### src/rtl/gen_rr_enc_top.sv
// Round-robin / fixed-priority request encoder with a single valid/ready output register.
// Optional one-hot grant output gnt_vec is enabled by defining GEN_RR_ENC_GNT_VEC_EN.
module gen_rr_enc_top #(
  parameter int DAT_IN_W  = 8,
  parameter int PRIO_MODE = 1,
  localparam int DAT_OUT_W = $clog2(DAT_IN_W)
) (
  input  logic                 clk,
  input  logic                 rst_n,
  input  logic                 vld_in,
  output logic                 rdy_in,
  input  logic [DAT_IN_W-1:0]  dat_in,
  output logic                 vld_out,
  input  logic                 rdy_out,
  output logic [DAT_OUT_W-1:0] dat_out
`ifdef GEN_RR_ENC_GNT_VEC_EN
  ,
  output logic [DAT_IN_W-1:0]  gnt_vec
`endif
);

  logic                 vld_q, vld_d;
  logic [DAT_OUT_W-1:0] dat_q, dat_d;
  logic [DAT_OUT_W-1:0] ptr_q, ptr_d;
  logic [DAT_IN_W-1:0]  rot;
  logic                 found;
  logic [DAT_OUT_W-1:0] sel;
  logic                 in_xfer;
  logic                 out_xfer;

  // Modulo-DAT_IN_W add; both operands are below DAT_IN_W so one subtraction is exact.
  function automatic logic [DAT_OUT_W-1:0] wrap_add(input logic [DAT_OUT_W-1:0] base,
                                                    input int ofs);
    int s;
    s = int'(base) + ofs;
    if (s >= DAT_IN_W) s = s - DAT_IN_W;
    return DAT_OUT_W'(s);
  endfunction

  assign rdy_in   = !vld_q || rdy_out;
  assign in_xfer  = vld_in && rdy_in;
  assign out_xfer = vld_q && rdy_out;
  assign vld_out  = vld_q;
  assign dat_out  = dat_q;

  // Rotate so bit 0 of rot is request[ptr]; the first set bit of rot is the grant.
  assign rot = DAT_IN_W'({dat_in, dat_in} >> ptr_q);

  always_comb begin
    found = 1'b0;
    sel   = '0;
    for (int k = 0; k < DAT_IN_W; k++) begin
      if (!found && rot[k]) begin
        found = 1'b1;
        sel   = wrap_add(ptr_q, k);
      end
    end
  end

  always_comb begin
    vld_d = vld_q;
    dat_d = dat_q;
    ptr_d = ptr_q;
    if (in_xfer) begin
      vld_d = found;
      if (found) begin
        dat_d = sel;
        if (PRIO_MODE != 0) ptr_d = wrap_add(sel, 1);
      end
    end else if (out_xfer) begin
      vld_d = 1'b0;
    end
  end

  always_ff @(posedge clk or negedge rst_n) begin
    if (!rst_n) begin
      vld_q <= 1'b0;
      dat_q <= '0;
      ptr_q <= '0;
    end else begin
      vld_q <= vld_d;
      dat_q <= dat_d;
      ptr_q <= ptr_d;
    end
  end

`ifdef GEN_RR_ENC_GNT_VEC_EN
  logic [DAT_IN_W-1:0] gnt_q, gnt_d;

  always_comb begin
    gnt_d = '0;
    if (vld_d) gnt_d = {{(DAT_IN_W-1){1'b0}}, 1'b1} << dat_d;
  end

  always_ff @(posedge clk or negedge rst_n) begin
    if (!rst_n) gnt_q <= '0;
    else        gnt_q <= gnt_d;
  end

  assign gnt_vec = gnt_q;
`endif

endmodule

### config.mk
export PLATFORM = sky130hd
export DESIGN_NAME = gen_rr_enc_top
export DESIGN_NICKNAME = d
export VERILOG_FILES = /design/src/rtl/gen_rr_enc_top.sv
export SDC_FILE = /design/constraint.sdc
export NUM_CORES = 1
export LEC_CHECK = 0
export CAP_MARGIN = 10
export CELL_PAD_IN_SITES_DETAIL_PLACEMENT = 1
export CELL_PAD_IN_SITES_GLOBAL_PLACEMENT = 1
export CORE_MARGIN = 5
export CORE_UTILIZATION = 40
export CTS_CLUSTER_DIAMETER = 30
export DETAILED_ROUTE_END_ITERATION = 7
export HOLD_SLACK_MARGIN = 0.05
export PLACE_DENSITY_LB_ADDON = 0.1
export SLEW_MARGIN = 20
export SYNTH_ARGS = -nofsm -noshare
export SYNTH_HDL_FRONTEND = slang
export SYNTH_SLANG_ARGS = --single-unit
### constraint.sdc
create_clock -name clk -period 3.75 [get_ports clk]
set_input_delay 0.5625 -clock clk [delete_from_list [all_inputs] [get_ports clk]]
set_output_delay 0.5625 -clock clk [all_outputs]
set_load 0.01 [all_outputs]
==> flow_metrics.env, run 1 <==
export IMPL_synth_top_family_by_area="multiplexers"
export IMPL_power_density_nw_per_um2=862
export IMPL_gp_congestion=0.852
export IMPL_synth_seq_cells=7
export IMPL_portBuffers=16
export IMPL_swShare_pct=49.4
export IMPL_ys_types=41
export IMPL_status="finished, final reports clean"
export IMPL_min_period_over_period_pct=87.9
export IMPL_ctsHoldBuffers=0
export IMPL_r2r_end="ptr_q[2]"
export IMPL_worst_slew_pin_slew_ns=0.896
export IMPL_cp_cell_sequence="mux4_1 -> mux2i_1 -> nand2_1 -> or3_1 -> mux2i_1 -> a41o_1 -> nand2_1 -> ha_1 -> nand2b_1 -> o221ai_2"
export IMPL_fin_nets=141
export IMPL_synth_area_leader_cell="dfrtp_1"
export IMPL_critPathTopFamily="multiplexers"
export IMPL_cts_resized=0
export IMPL_synth_xor_area_share_pct=1.68
export IMPL_synth_top_cells_by_count="12 x nand2_1, 8 x mux2i_1, 7 x dfrtp_1, 7 x nor2_1"
export IMPL_setup_violations=0
export IMPL_synthMuxAreaShare_pct=33.0
export IMPL_wirelength_um=2810
export IMPL_critical_path_required_ns=3.93
export IMPL_p_seq_share_pct=17.9
export IMPL_dp_final_hpwl_um=2150
export IMPL_overflow=0
export IMPL_end_kind="flip-flop"
export IMPL_syn_to_final_growth_pct=18.8
export IMPL_dr_total_vias=951
export IMPL_drtIter0Drc=29
export IMPL_drive_above_1_share_pct=18.4
export IMPL_cts_tree="built"
export IMPL_min_period_ns=3.29
export IMPL_cts_setup_buffers=0
export IMPL_core_area_um2=2480
export IMPL_p_leak_nw=0.486
export IMPL_worst_path_stages=10
export IMPL_reg2reg_from="ptr_q[0]"
export IMPL_synth_area_top_cells="dfrtp_1 17%, mux4_2 8.7%, mux2i_1 7.7%, mux4_1 7.6%, mux2_2 5.4%"
export IMPL_max_freq_mhz=304
export IMPL_vdd_drop_max_v=0.000539
export IMPL_synth_compound_area_share_pct=16.6
export IMPL_clockBufferDepth=2
export IMPL_h_tree_depth=1
export IMPL_postPlaceCellArea_um2=1210
export IMPL_grt_util_all_layers_pct=16.8
export IMPL_critPathSlowestCell="dfrtp_1"
export IMPL_synth_edff_count=0
export IMPL_clock_skew_ns=0.00855
export IMPL_syn_area_per_cell_um2=9.54
export IMPL_yosysMostFrequentCell="nand2_1"
export IMPL_pin_count=17
export IMPL_yosys_warnings=0
export IMPL_synth_top_area_share_pct=16.8
export IMPL_yosys_area_share_adder_pct=3.61
export IMPL_cts_root_buf="clkbuf_4"
export IMPL_initial_core_util_pct=42.0
export IMPL_post_drt_wl_per_cell_um=18.1
export IMPL_p_sw_uw=526
export IMPL_insertedDiodeCount=0
export IMPL_maxCapViolCount=0
export IMPL_syn_num_nets=124
export IMPL_slowest_delay_ns=0.73
export IMPL_slew_violations=0
export IMPL_drtPass1Iterations=4
export IMPL_fp_dieW_um=61.0
export IMPL_crit_buf_inv=0
export IMPL_avgViaCountPerCell=6.14
export IMPL_syn_area_um2=1040
export IMPL_setup_worst_path_start="ptr_q[0]"
export IMPL_die_height_um=61.0
export IMPL_top_layer_used="met3"
export IMPL_cp_arrival_ns=3.48
export IMPL_r2r_slack_ns=0.46
export IMPL_share_comb_of_total_power_pct=75.5
export IMPL_relSlewSlack_pct=40.0
export IMPL_antenna_found_initial=0
export IMPL_crit_type="flip-flop to flip-flop"
export IMPL_met2RoutedLength_um=1400
export IMPL_drcViolationCount=0
export IMPL_fill_cells=307
export IMPL_wl_met1_um=1320
export IMPL_synthCells=109
export IMPL_grt_pass1_vias=955
export IMPL_clkSinkCount=7
export IMPL_cts_clk_slew_worst_paths_ns=0.06
export IMPL_hold_viol_final=0
export IMPL_async_reset_ff_share_pct=100
export IMPL_startpoint_type="flip-flop"
export IMPL_clk_latency_ns=0.26
export IMPL_tns_ns=0
export IMPL_p_clk_share_pct=6.6
export IMPL_fp_row_count=18
export IMPL_grt_pass1_wl_um=4640
export IMPL_cts_buffers=3
export IMPL_synth_simple_gate_area_share_pct=23.2
export IMPL_ys_seq_area_share_pct=16.8
export IMPL_rsz0062_at_grt="no"
export IMPL_synth_top_flop_cell="dfrtp_1"
export IMPL_rr_worst_depth=10
export IMPL_endpoint="ptr_q[2]"
export IMPL_final_cell_area_um2=1230
export IMPL_crit_fanout=14
export IMPL_wl_met3_um=86
export IMPL_min_path_type="flip-flop to flip-flop"
export IMPL_grt_max_degree=22
export IMPL_die_area_um2=3720
export IMPL_p_int_uw=539
export IMPL_antenna_left=0
routing by layer:
metal  vias to the layer above  track usage, %
met2                        18            27.3
met4                         0            1.86
met3                         0            3.83
met5                         -               0
met1                       477            23.5
li1                        456               -
cell families (layout without fill, tap and decap cells):
logic type      Yosys count  after routing
compound gates           22             22
xor+xnor                  2              2
fa+ha+maj                 3              3
buf+inv                   9             25
flops                     7              7
mux                      22             22
simple gates             44             44
how the worst min path moves through the flow:
stage | from | endpoint | slack [ns] | depth (start not counted)
after floorplan | rst_n | dat_out[0] | 0.27 | 0
after global placement | dat_out[0] | dat_out[0] | 0.50 | 1
after detailed placement | dat_out[0] | dat_out[0] | 0.50 | 1
after CTS | dat_out[0] | dat_out[0] | 0.52 | 1
after global routing | dat_out[0] | dat_out[0] | 0.54 | 1
final | dat_out[0] | dat_out[0] | 0.52 | 1
cell type report:
class | instances | area, µm² | share of cell area, %
Timing Repair Buffer | 17 | 168 | 13.6
Clock buffer | 3 | 22.5 | 1.82
Sequential cell | 7 | 175 | 14.2
Clock inverter | 1 | 5.00 | 0.405
Multi-Input combinational cell | 93 | 812 | 65.8
Tap cell | 30 | 37.5 | 3.04
Inverter | 4 | 15.0 | 1.22
cells in the final DEF, fill, tap and decap left out, types with 4 or more instances in the layout:
cell type and instances:
a31oi_1 4, clkdlybuf4s50_1 16, dfrtp_1 7, inv_1 4, mux2_2 5, mux2i_1 8
mux4_2 4, nand2_1 12, nand2b_1 6, nand3_1 4, nor2_1 7, o21ai_0 6
registers in the layout, indices dropped and copies added (netlist names):
name     flops
dat_out      3
ptr_q        3
vld_out      1
power groups by stage:
stage / clock [mW] / sequential (mW) / combinational, mW
final: 0.0703 / 0.190 / 0.804
after global routing: 0.0788 / 0.200 / 0.875
after CTS: 0.0730 / 0.191 / 0.800
after detailed placement: 0 / 0.192 / 0.793
after global placement: 0 / 0.188 / 0.789
after floorplan: 0 / 0.151 / 0.669
stage by stage:
step                      hold WS (ns)  total power [mW]  worst slack, ns  cells  util (%)
after floorplan                  0.267             0.820            0.993    109         -
after global placement           0.498             0.977            0.303    151      48.7
after detailed placement         0.502             0.984            0.266    151      48.7
after CTS                        0.520              1.06            0.440    155      49.8
after global routing             0.543              1.15            0.190    155      49.8
final                            0.517              1.06            0.455    155      49.8
No activity file was read; power rests on OpenSTA's default activity.
==> run 2, diff against run 1 <==
--- a/config.mk
+++ b/config.mk
@@ -9,7 +9,7 @@
 export CELL_PAD_IN_SITES_DETAIL_PLACEMENT = 1
 export CELL_PAD_IN_SITES_GLOBAL_PLACEMENT = 1
 export CORE_MARGIN = 5
-export CORE_UTILIZATION = 40
+export CORE_UTILIZATION = 44
 export CTS_CLUSTER_DIAMETER = 30
 export DETAILED_ROUTE_END_ITERATION = 7
 export HOLD_SLACK_MARGIN = 0.05
==> constraint.sdc (replaced) <==
create_clock -name clk -period 4 [get_ports clk]
set_input_delay 0.6 -clock clk [delete_from_list [all_inputs] [get_ports clk]]
set_output_delay 0.6 -clock clk [all_outputs]
set_load 0.01 [all_outputs]
==> run 2 against run 1 <==
Net effect: cell count down 1.3%; largest cell class unchanged; sequential share of layout area about the same; hold slack worse by 0.0012 ns.
==> flow_metrics.env, run 2 (same netlist as run 1, synthesis figures left out) <==
export IMPL_hold_end="dat_out[0]"
export IMPL_status="finished, final reports clean"
export IMPL_startpoint_type="flip-flop"
export IMPL_cts_resized=0
export IMPL_cts_buffers=3
export IMPL_rr_worst_depth=10
export IMPL_relSlewSlack_pct=40.6
export IMPL_grt_util_all_layers_pct=17.1
export IMPL_die_height_um=58.6
export IMPL_core_area_um2=2230
export IMPL_maxCapViolCount=0
export IMPL_end_kind="flip-flop"
export IMPL_max_freq_mhz=299
export IMPL_fp_row_count=17
export IMPL_grt_pass1_wl_um=4600
export IMPL_cts_tree="built"
export IMPL_syn_to_final_growth_pct=18.4
export IMPL_final_cell_count_no_fill=153
export IMPL_h_tree_depth=1
export IMPL_tns_ns=0
export IMPL_clockBufferDepth=2
export IMPL_crit_fanout=14
export IMPL_setup_worst_path_start="ptr_q[0]"
export IMPL_die_area_um2=3440
export IMPL_worst_slew_pin_slew_ns=0.887
export IMPL_avgViaCountPerCell=6.20
export IMPL_clock_skew_ns=0.00170
export IMPL_placedCellCount=149
export IMPL_portBuffers=16
export IMPL_wirelength_um=2660
export IMPL_fin_nets=141
export IMPL_p_leak_nw=0.483
export IMPL_cp_arrival_ns=3.51
export IMPL_min_period_over_period_pct=83.6
export IMPL_crit_type="flip-flop to flip-flop"
export IMPL_grt_pass1_vias=998
export IMPL_postPlaceCellArea_um2=1200
export IMPL_antenna_found_initial=0
export IMPL_rsz0062_at_grt="no"
export IMPL_post_drt_wl_per_cell_um=17.4
export IMPL_insertedDiodeCount=0
export IMPL_cts_root_buf="clkbuf_4"
export IMPL_slew_violations=0
export IMPL_drtPass1Iterations=5
export IMPL_final_cell_mix="16 x clkdlybuf4s50_1, 12 x nand2_1, 8 x mux2i_1"
export IMPL_cts_clk_slew_worst_paths_ns=0.05
export IMPL_ctsHoldBuffers=0
export IMPL_clk_latency_ns=0.25
export IMPL_clkSinkCount=7
export IMPL_dr_total_vias=949
export IMPL_fill_cells=270
export IMPL_holdCritStartpoint="dat_out[0]"
export IMPL_drive_above_1_share_pct=17.6
export IMPL_dp_final_hpwl_um=2170
export IMPL_grt_max_degree=22
export IMPL_initial_core_util_pct=46.6
export IMPL_min_path_type="flip-flop to flip-flop"
export IMPL_holdWs_ns=0.516
export IMPL_cts_setup_buffers=0
export IMPL_pin_count=17
export IMPL_r2r_end="ptr_q[2]"
export IMPL_min_period_ns=3.34
export IMPL_hold_depth=1
export IMPL_r2r_slack_ns=0.66
export IMPL_drtIter0Drc=12
export IMPL_final_cell_area_um2=1230
export IMPL_gp_congestion=0.836
export IMPL_setup_violations=0
export IMPL_drcViolationCount=0
export IMPL_hold_viol_final=0
export IMPL_antenna_left=0
export IMPL_critical_path_required_ns=4.16
export IMPL_vdd_drop_max_v=0.000477
export IMPL_reg2reg_from="ptr_q[0]"
export IMPL_overflow=0
export IMPL_final_common_cell="clkdlybuf4s50_1"
export IMPL_fp_dieW_um=58.6
export IMPL_power_density_nw_per_um2=802
==> run 2: changes by cell type in the layout (fill, tap and decap cells not counted) <==
cell	change
clkbuf_1	+1
clkinv_2	-1
==> run 2: worst max-delay path by stage <==
stage / cells past startpoint / end / slack [ns]
after floorplan: 10 / ptr_q[2] / 1.21
after global placement: 11 / ptr_q[1] / 0.53
after detailed placement: 11 / ptr_q[2] / 0.41
after CTS: 10 / ptr_q[2] / 0.64
after global routing: 10 / ptr_q[2] / 0.44
final: 10 / ptr_q[2] / 0.66
==> run 2: area by class of cell <==
class	count	area (µm²)	share of cell area, %
flip-flops and latches	7	175	14.2
repair buffers	17	168	13.6
inverters	4	15.0	1.22
multi-input cells	93	812	66.0
well taps	28	35.0	2.85
clock buffers	4	26.3	2.13
==> run 2: metrics by stage <==
step | setup slack [ns] | util (%) | total power, mW
floorplan | 1.21 | - | 0.769
detailed placement | 0.414 | 53.9 | 0.927
CTS | 0.643 | 55.1 | 0.994
global route | 0.439 | 55.1 | 1.09
finish | 0.658 | 55.1 | 0.987
global placement | 0.529 | 53.9 | 0.906
==> run 2: worst max-delay path, cell delays in order, from the launching register on <==
cell and delay, ns:
dfrtp_1 0.74, mux4_1 0.68, mux2i_1 0.31, nand2_1 0.13
or3_1 0.46, mux2i_1 0.19, a41o_1 0.14, nand2_1 0.06
ha_1 0.21, nand2b_1 0.16, o221ai_2 0.18
==> run 2: per-layer routing <==
| metal | up-vias | global-route usage [%] | routed length (µm) |
|---|---|---|---|
| met5 | - | 0 | 0 |
| met4 | 0 | 2.59 | 0 |
| met3 | 0 | 3.51 | 109 |
| met2 | 27 | 27.3 | 1260 |
| met1 | 468 | 24.3 | 1300 |
| li1 | 454 | - | - |
==> run 2: power breakdown <==
part	leakage, nW	internal, mW	switching [mW]
Clock	0.0150	0.0379	0.0243
Combinational	0.386	0.366	0.373
Sequential	0.0820	0.102	0.0845
Total	0.483	0.506	0.482
